==> src/rtl/secuenciador_corrimiento.sv <==
// -----------------------------------------------------------------------------
// secuenciador_corrimiento
//
// Sequences a multi-step shift or rotate of a 4-bit operand through an external
// combinational 4-bit shift unit. On an accepted start, the block captures the
// operand, the operation and the step count. It then feeds the register back
// through the shift unit once per cycle until every step is done. Last, it
// pulses done for one cycle.
//
// Optional feature (macro ARITH_SHIFT_EN):
//   When defined, op=01 with arith=1 performs a sign-preserving right shift
//   (ir = r[3]). When undefined, the arith port is ignored.
//
// Ports:
//   clk    in   system clock
//   rst_n  in   asynchronous active-low reset
//   start  in   start request, honoured only in idle
//   dato   in   [3:0] initial operand
//   op     in   [1:0] 00 lsl, 01 lsr, 10 rol, 11 ror
//   cant   in   [2:0] number of single-bit steps (0..7)
//   arith  in   arithmetic right shift select (ARITH_SHIFT_EN only)
//   clr    in   synchronous clear / abort
//   s_i    in   [3:0] result from the shift unit
//   h      out  [1:0] shift-unit select: 00 pass, 01 left, 10 right, 11 zero
//   f      out  [3:0] operand to the shift unit (the internal register)
//   il     out  serial fill bit for left shifts
//   ir     out  serial fill bit for right shifts
//   q      out  [3:0] current register value
//   ready  out  high while idle
//   done   out  one-cycle completion pulse
// -----------------------------------------------------------------------------
module secuenciador_corrimiento (
  input  logic       clk,
  input  logic       rst_n,
  input  logic       start,
  input  logic [3:0] dato,
  input  logic [1:0] op,
  input  logic [2:0] cant,
  input  logic       arith,
  input  logic       clr,
  input  logic [3:0] s_i,
  output logic [1:0] h,
  output logic [3:0] f,
  output logic       il,
  output logic       ir,
  output logic [3:0] q,
  output logic       ready,
  output logic       done
);

  typedef enum logic [1:0] {StIdle, StShift, StDone} state_e;

  state_e     state_q;
  logic [3:0] r_q;
  logic [2:0] cnt_q;
  logic [1:0] op_q;
  logic       ready_q;
  logic       done_q;

`ifdef ARITH_SHIFT_EN
  logic       arith_q;
`else
  // arith has no effect in this build.
  logic       unused_arith;
  assign unused_arith = arith;
`endif

  always_ff @(posedge clk or negedge rst_n) begin
    if (!rst_n) begin
      state_q <= StIdle;
      r_q     <= 4'b0000;
      cnt_q   <= 3'd0;
      op_q    <= 2'b00;
      ready_q <= 1'b1;
      done_q  <= 1'b0;
`ifdef ARITH_SHIFT_EN
      arith_q <= 1'b0;
`endif
    end else if (clr) begin
      // The shift unit is forced to zero (h=11), so this clears r.
      state_q <= StIdle;
      r_q     <= s_i;
      cnt_q   <= 3'd0;
      ready_q <= 1'b1;
      done_q  <= 1'b0;
    end else begin
      unique case (state_q)
        StIdle: begin
          if (start) begin
            r_q     <= dato;
            op_q    <= op;
            cnt_q   <= cant;
`ifdef ARITH_SHIFT_EN
            arith_q <= arith;
`endif
            ready_q <= 1'b0;
            if (cant != 3'd0) begin
              state_q <= StShift;
            end else begin
              state_q <= StDone;
              done_q  <= 1'b1;
            end
          end
        end
        StShift: begin
          r_q   <= s_i;
          cnt_q <= cnt_q - 3'd1;
          if (cnt_q == 3'd1) begin
            state_q <= StDone;
            done_q  <= 1'b1;
          end
        end
        StDone: begin
          state_q <= StIdle;
          done_q  <= 1'b0;
          ready_q <= 1'b1;
        end
        default: begin
          state_q <= StIdle;
          done_q  <= 1'b0;
          ready_q <= 1'b1;
        end
      endcase
    end
  end

  // Shift-unit control decoded from the current state and the latched op.
  always_comb begin
    h  = 2'b00;
    il = 1'b0;
    ir = 1'b0;
    if (clr) begin
      h = 2'b11;
    end else if (state_q == StShift) begin
      h = op_q[0] ? 2'b10 : 2'b01;
    end
    unique case (op_q)
      2'b10:   il = r_q[3];
      2'b11:   ir = r_q[0];
`ifdef ARITH_SHIFT_EN
      2'b01:   ir = arith_q ? r_q[3] : 1'b0;
`endif
      default: begin
        il = 1'b0;
        ir = 1'b0;
      end
    endcase
  end

  assign f     = r_q;
  assign q     = r_q;
  assign ready = ready_q;
  assign done  = done_q;

endmodule

==> config.mk <==
export PLATFORM = sky130hd
export DESIGN_NAME = secuenciador_corrimiento
export DESIGN_NICKNAME = d
export VERILOG_FILES = /design/src/rtl/secuenciador_corrimiento.sv
export SDC_FILE = /design/constraint.sdc
export NUM_CORES = 1
export LEC_CHECK = 0
export CAP_MARGIN = 15
export CORE_MARGIN = 2
export CORE_UTILIZATION = 44
export CTS_CLUSTER_SIZE = 8
export DETAILED_ROUTE_END_ITERATION = 7
export PLACE_DENSITY = 0.78
export SETUP_SLACK_MARGIN = 0.05
export SYNTH_ARGS = -nofsm -noshare
export SYNTH_HDL_FRONTEND = slang
export SYNTH_SLANG_ARGS = --single-unit
==> constraint.sdc <==
create_clock -name clk -period 2.3 [get_ports clk]
set_clock_uncertainty 0.15 [all_clocks]
set_input_delay 0.575 -clock clk [delete_from_list [all_inputs] [get_ports clk]]
set_output_delay 0.575 -clock clk [all_outputs]
set_load 0.005 [all_outputs]
==> results of run 1 <==
metrics by stage:
step	instance area, um^2	hold slack (ns)	power [uW]	cells	setup WS, ns
floorplan	759	0.129	383	78	0.578
global placement	1080	0.301	488	124	-0.136
detailed placement	1080	0.302	494	124	-0.135
CTS	1110	0.318	643	128	0.0567
global route	1120	0.351	684	129	0.0613
finish	1120	0.315	637	129	0.127
metal layers:
layer	track usage [%]	share of wire (%)
met1	29.0	46
met5	0	0
met2	32.7	47
met4	12.9	2.6
met3	3.57	3.6
worst max-delay path by stage:
| stage | startpoint | to | slack [ns] | depth (start not counted) |
|---|---|---|---|---|
| after floorplan | state_q[0]$_DFFE_PN0P_ | h[0] | 0.58 | 3 |
| after global placement | clr | h[1] | -0.14 | 4 |
| after detailed placement | clr | h[1] | -0.13 | 4 |
| after CTS | state_q[1]$_DFFE_PN0P_ | h[0] | 0.06 | 3 |
| after global routing | state_q[1]$_DFFE_PN0P_ | h[0] | 0.06 | 3 |
| final | state_q[1]$_DFFE_PN0P_ | h[0] | 0.13 | 3 |
critical path, delay by kind of cell, from the launching register on:
kind,cells,cell delay [ns]
buffers and inverters,1,0.49
DFF,1,0.40
and+or+nand+nor,1,0.15
AOI/OAI and AO/OA,1,0.12
cell type report:
cell class	instances	area, um^2
Clock buffer	4	26.3
Fill cell	138	552
Inverter	7	26.3
Multi-Input combinational cell	51	364
Sequential cell	13	327
Tap cell	17	21.3
Timing Repair Buffer	37	354
registers in the layout, summed over array words and instances (netlist names):
register  count
ready         1
cnt_q         3
op_q          2
done          1
state_q       2
f             4
cells in the mapped netlist, types with 2 or more instances:
cell type / instances / share of area, %
o21ai_0: 3 / 2.0
nand2_1: 4 / 2.0
o21bai_1: 4 / 4.0
inv_1: 7 / 3.5
or4_1: 4 / 4.0
buf_2: 3 / 2.0
buf_4: 4 / 4.0
o211a_1: 4 / 5.3
ha_1: 2 / 3.3
a21oi_1: 2 / 1.3
mux2_2: 2 / 3.0
nor2_1: 4 / 2.0
nor3_1: 3 / 2.0
and3_1: 2 / 1.6
nand2b_1: 2 / 1.6
dfrtp_1: 12 / 40
cell families after synthesis:
family / count (synthesis)
mux: 2
flops: 13
simple gates: 24
fa+ha+maj: 2
compound gates: 23
buf+inv: 14
power by group:
part | total, uW | internal [uW] | switching [uW]
Clock | 147 | 67.3 | 79.9
Sequential | 280 | 259 | 21.0
Combinational | 210 | 131 | 79.4
Total | 637 | 457 | 180
what timing repair did:
action	4_1_cts	5_1_grt
endpoints found under the setup margin	2	2
buffers inserted	0	1
endpoints found under the hold margin	0	0
gates resized for setup	1	2
==> results.json, run 1 <==
{
  "dp_hpwl_mm": 1.40,
  "synth-simple-area-share_pct": 18.5,
  "clock-sinks": 13,
  "hold_viol_final": 0,
  "ant_nets": 0,
  "r2r-end": "f[3]$_DFFE_PN0P_",
  "cts.clk_slew.worst_paths_ns": 0.08,
  "num_rows": 15,
  "hp-class": "flop to flop",
  "required_ns": 1.57,
  "grt_pass1_wl_mm": 3.14,
  "avgSynthCellArea_um2": 9.74,
  "worstSetupPathType": "flop to primary output",
  "worst_path_max_delay_cell": "clkdlybuf4s50_1",
  "critPathMaxStageDelay_ns": 0.49,
  "mostFrequentLayoutCells": "clkdlybuf4s50_1 (28), dfrtp_1 (12), inv_1 (7), buf_4 (7)",
  "synth_xor_area_share_pct": 0,
  "drc": 0,
  "io_pins": 32,
  "ys_warn_count": 0,
  "netlist_instances": 78,
  "crit_path_cell_trace": "nor2b_2 > a21o_1 > clkdlybuf4s50_1",
  "synthMuxAreaShare_pct": 2.97,
  "cap_violations": 0,
  "synth_cell_type_count": 32,
  "worst_r2r_path_depth": 3,
  "wl_per_cell_um": 14.2,
  "syn_area_um2": 759,
  "maxSlewHeadroom_pct": 60.3,
  "max_freq_mhz": 460,
  "grt_max_degree": 15,
  "r2r_setup_slack_ns": 0.82,
  "antenna_found_initial": 0,
  "rr_startpoint": "state_q[1]$_DFFE_PN0P_",
  "fin_util_pct": 67.0,
  "root_buffer": "clkbuf_4",
  "core_um2": 1670,
  "min_period_ns": 2.17,
  "htreeDepth": 1,
  "portBuffers": 30,
  "layout_commonest_cell": "clkdlybuf4s50_1",
  "synth-compound-area-share_pct": 22.9,
  "area.growth.synth_to_final_pct": 47.3,
  "finalSetupTns_ns": 0,
  "power_density_nw_per_um2": 570,
  "cts_tree": "yes",
  "tightest_slew_ns": 0.594,
  "ys.flop_type": "dfrtp_1",
  "synth_top_family_by_area": "compound AO/OA/AOI/OAI gates",
  "viasPerCell": 5.47,
  "clock_path_buffers": 2,
  "diodes": 0,
  "whs_path_depth": 2,
  "drive_gt1_share_pct": 14.3,
  "fp.dieW_um": 45.5,
  "synth_edf_count": 0,
  "gr-total-overflow": 0,
  "crit_path_max_fanout": 3,
  "crit_arrival_ns": 1.45,
  "leakage_uw": 0.000517,
  "ys_seq_area_share_pct": 43.0,
  "grt_pass1_vias": 708,
  "final.period_utilization_pct": 94.5,
  "worstSkewPairLatency_ns": 0.28,
  "rsz0062_at_grt": "false",
  "first_pass_iters": 4,
  "cp-start-kind": "flop",
  "postCtsHoldBufs": 0,
  "critPathCaptureType": "primary output",
  "num_vias": 705,
  "status": "complete, no violations",
  "dieHeight_um": 45.5,
  "slew_violations": 0,
  "totalWireLength_mm": 1.83,
  "routabilityCongestion": 0.729,
  "fin_nets": 133,
  "setup_viol": 0,
  "synthArstFlopShare_pct": 100,
  "drt_iter0_drc": 6,
  "synthesis.nets": 98,
  "hold_end": "ready$_DFFE_PN1P_",
  "min_from": "ready$_DFFE_PN1P_",
  "cts_made_buffers": 3,
  "synth-adder-area-share_pct": 3.29,
  "grt_usage_pct": 21.7,
  "die_area_um2": 2070,
  "start_util_pct": 45.5,
  "ir_worst_vdd_mv": 0.436,
  "ys_ff_latch": 13
}
Note: power is estimated with default switching activity, not from simulation.
==> inputs of run 2 (changes only) <==
CORE_MARGIN = 4   (was 2)
==> results.json, run 2 (synthesis results as in run 1) <==
{
  "status": "complete, no violations",
  "drc": 0,
  "setup_ws_ns": 0.0906,
  "layout_commonest_cell": "clkdlybuf4s50_1",
  "final.period_utilization_pct": 96.1,
  "post_cts_buffers": 0,
  "seqCellArea_um2": 327,
  "num_vias": 693,
  "rr_startpoint": "state_q[1]$_DFFE_PN0P_",
  "start_util_pct": 48.2,
  "grt_pass1_wl_mm": 3.08,
  "largest_reg_flops": 4,
  "r2r-end": "op_q[1]$_DFFE_PN0P_",
  "mostFrequentLayoutCells": "clkdlybuf4s50_1 (28), dfrtp_1 (12), inv_1 (7)",
  "grt_pass1_vias": 667,
  "min_period_ns": 2.21,
  "whs_ns": 0.311,
  "clock_path_buffers": 2,
  "num-fill-cells": 123,
  "worstPathBufferInverterCount": 1,
  "max_freq_mhz": 453,
  "cts_made_buffers": 3,
  "area.growth.synth_to_final_pct": 47.0,
  "fin_nets": 132,
  "ant_nets": 0,
  "r2r_setup_slack_ns": 0.78,
  "num_rows": 14,
  "clock-sinks": 13,
  "crit_arrival_ns": 1.48,
  "cap_violations": 0,
  "dp_hpwl_mm": 1.47,
  "fp.dieW_um": 49.5,
  "multi_input_area_um2": 369,
  "maxSlewHeadroom_pct": 61.6,
  "crit_start": "state_q[1]$_DFFE_PN0P_",
  "viasPerCell": 5.46,
  "routabilityCongestion": 0.798,
  "htreeDepth": 1,
  "critPathCaptureType": "primary output",
  "crit_path_cell_trace": "nor2b_4 > a21o_1 > clkdlybuf4s50_1",
  "hold_viol_final": 0,
  "core_um2": 1580,
  "leakage_uw": 0.000517,
  "whs_path_depth": 2,
  "min_from": "ready$_DFFE_PN1P_",
  "worstSkewPairLatency_ns": 0.28,
  "cp.depth": 3,
  "diodes": 0,
  "ir_worst_vdd_mv": 0.561,
  "grt_max_degree": 15,
  "gr-total-overflow": 0,
  "hold_end": "ready$_DFFE_PN1P_",
  "io_pins": 32,
  "tightest_slew_ns": 0.574,
  "cts.clk_slew.worst_paths_ns": 0.08,
  "wl_per_cell_um": 15.0,
  "totalWireLength_mm": 1.91,
  "crit_path_max_fanout": 4,
  "cp-start-kind": "flop",
  "portBuffers": 30,
  "slew_violations": 0,
  "antenna_found_initial": 0,
  "cts_tree": "yes",
  "critPathMaxStageDelay_ns": 0.50,
  "worstSetupPathType": "flop to primary output",
  "rsz0062_at_grt": "false",
  "required_ns": 1.57,
  "critPathTopFamily": "buffers and inverters",
  "worst_r2r_path_depth": 3,
  "root_buffer": "clkbuf_4",
  "hp-class": "flop to flop",
  "setup_viol": 0,
  "dieHeight_um": 49.5,
  "drive_gt1_share_pct": 14.4,
  "worst_path_max_delay_cell": "clkdlybuf4s50_1",
  "power_density_nw_per_um2": 567,
  "first_pass_iters": 4,
  "total_power_uw": 633,
  "grt_usage_pct": 16.3,
  "drt_iter0_drc": 7,
  "die_area_um2": 2450,
  "place_ws_ns": -0.138
}
==> run 2: changes by cell type in the layout (fill, tap and decap cells not counted) <==
| cell | before | now |
|---|---|---|
| buf_4 | 7 | 6 |
| clkinv_2 | 0 | 1 |
| nor2b_4 | 0 | 1 |
| nor2b_2 | 1 | 0 |
| clkbuf_1 | 1 | 0 |
==> run 2: worst max path at each step <==
stage | to
final | h[0]
after global routing | h[0]
after CTS | h[0]
after detailed placement | h[1]
after global placement | h[1]
after floorplan | h[0]
==> run 2: what timing repair did <==
| action | in CTS | in global routing |
|---|---|---|
| endpoints found under the setup margin | 2 | 2 |
| hold buffers | 0 | 0 |
| hold endpoints to repair | 0 | 0 |
| gates resized for setup | 2 | 2 |
==> run 2: worst min-delay path, cell delays in order, from the launching register on <==
cell and delay, ns:
dfstp_2 0.37, nand2_1 0.05, nand2_1 0.05
==> run 2: layout make-up <==
class	count	share of cell area [%]
multi-input cells	51	33.1
repair buffers	36	31.1
flip-flops and latches	13	29.3
inverters	7	2.35
clock buffers	3	2.02
well taps	16	1.79
clock inverters	1	0.448
==> run 2: per-layer routing <==
layer | share of wire, % | routed length (um) | vias up | GRT usage, %
met5 | 0 | 0 | - | 0
met4 | 0.63 | 12 | 0 | 2.76
met3 | 5.4 | 103 | 2 | 6.63
met2 | 51 | 975 | 15 | 26.0
met1 | 43 | 814 | 334 | 20.8
li1 | - | - | 342 | -
==> run 2: through the flow <==
step	instance area [um^2]	TNS (ns)	util (%)	std cells
2_1_floorplan	759	0	-	78
3_3_place_gp	1080	-0.240	68.5	123
3_5_place_dp	1080	-0.255	68.5	123
4_1_cts	1110	0	70.3	127
5_1_grt	1120	0	70.8	127
6_report	1120	0	70.8	127
==> run 2: power breakdown <==
part	internal [uW]	total [uW]	leakage, uW	switching [uW]
sequential	259	281	0.000159	22.2
combinational	130	211	0.000340	80.7
clock	64.5	141	0.0000177	76.4
==> inputs of run 3 (changes only) <==
CAP_MARGIN = unset   (was 15)
==> results of run 3 <==
The final DEF is identical to that of run 2; final timing and power are the same.
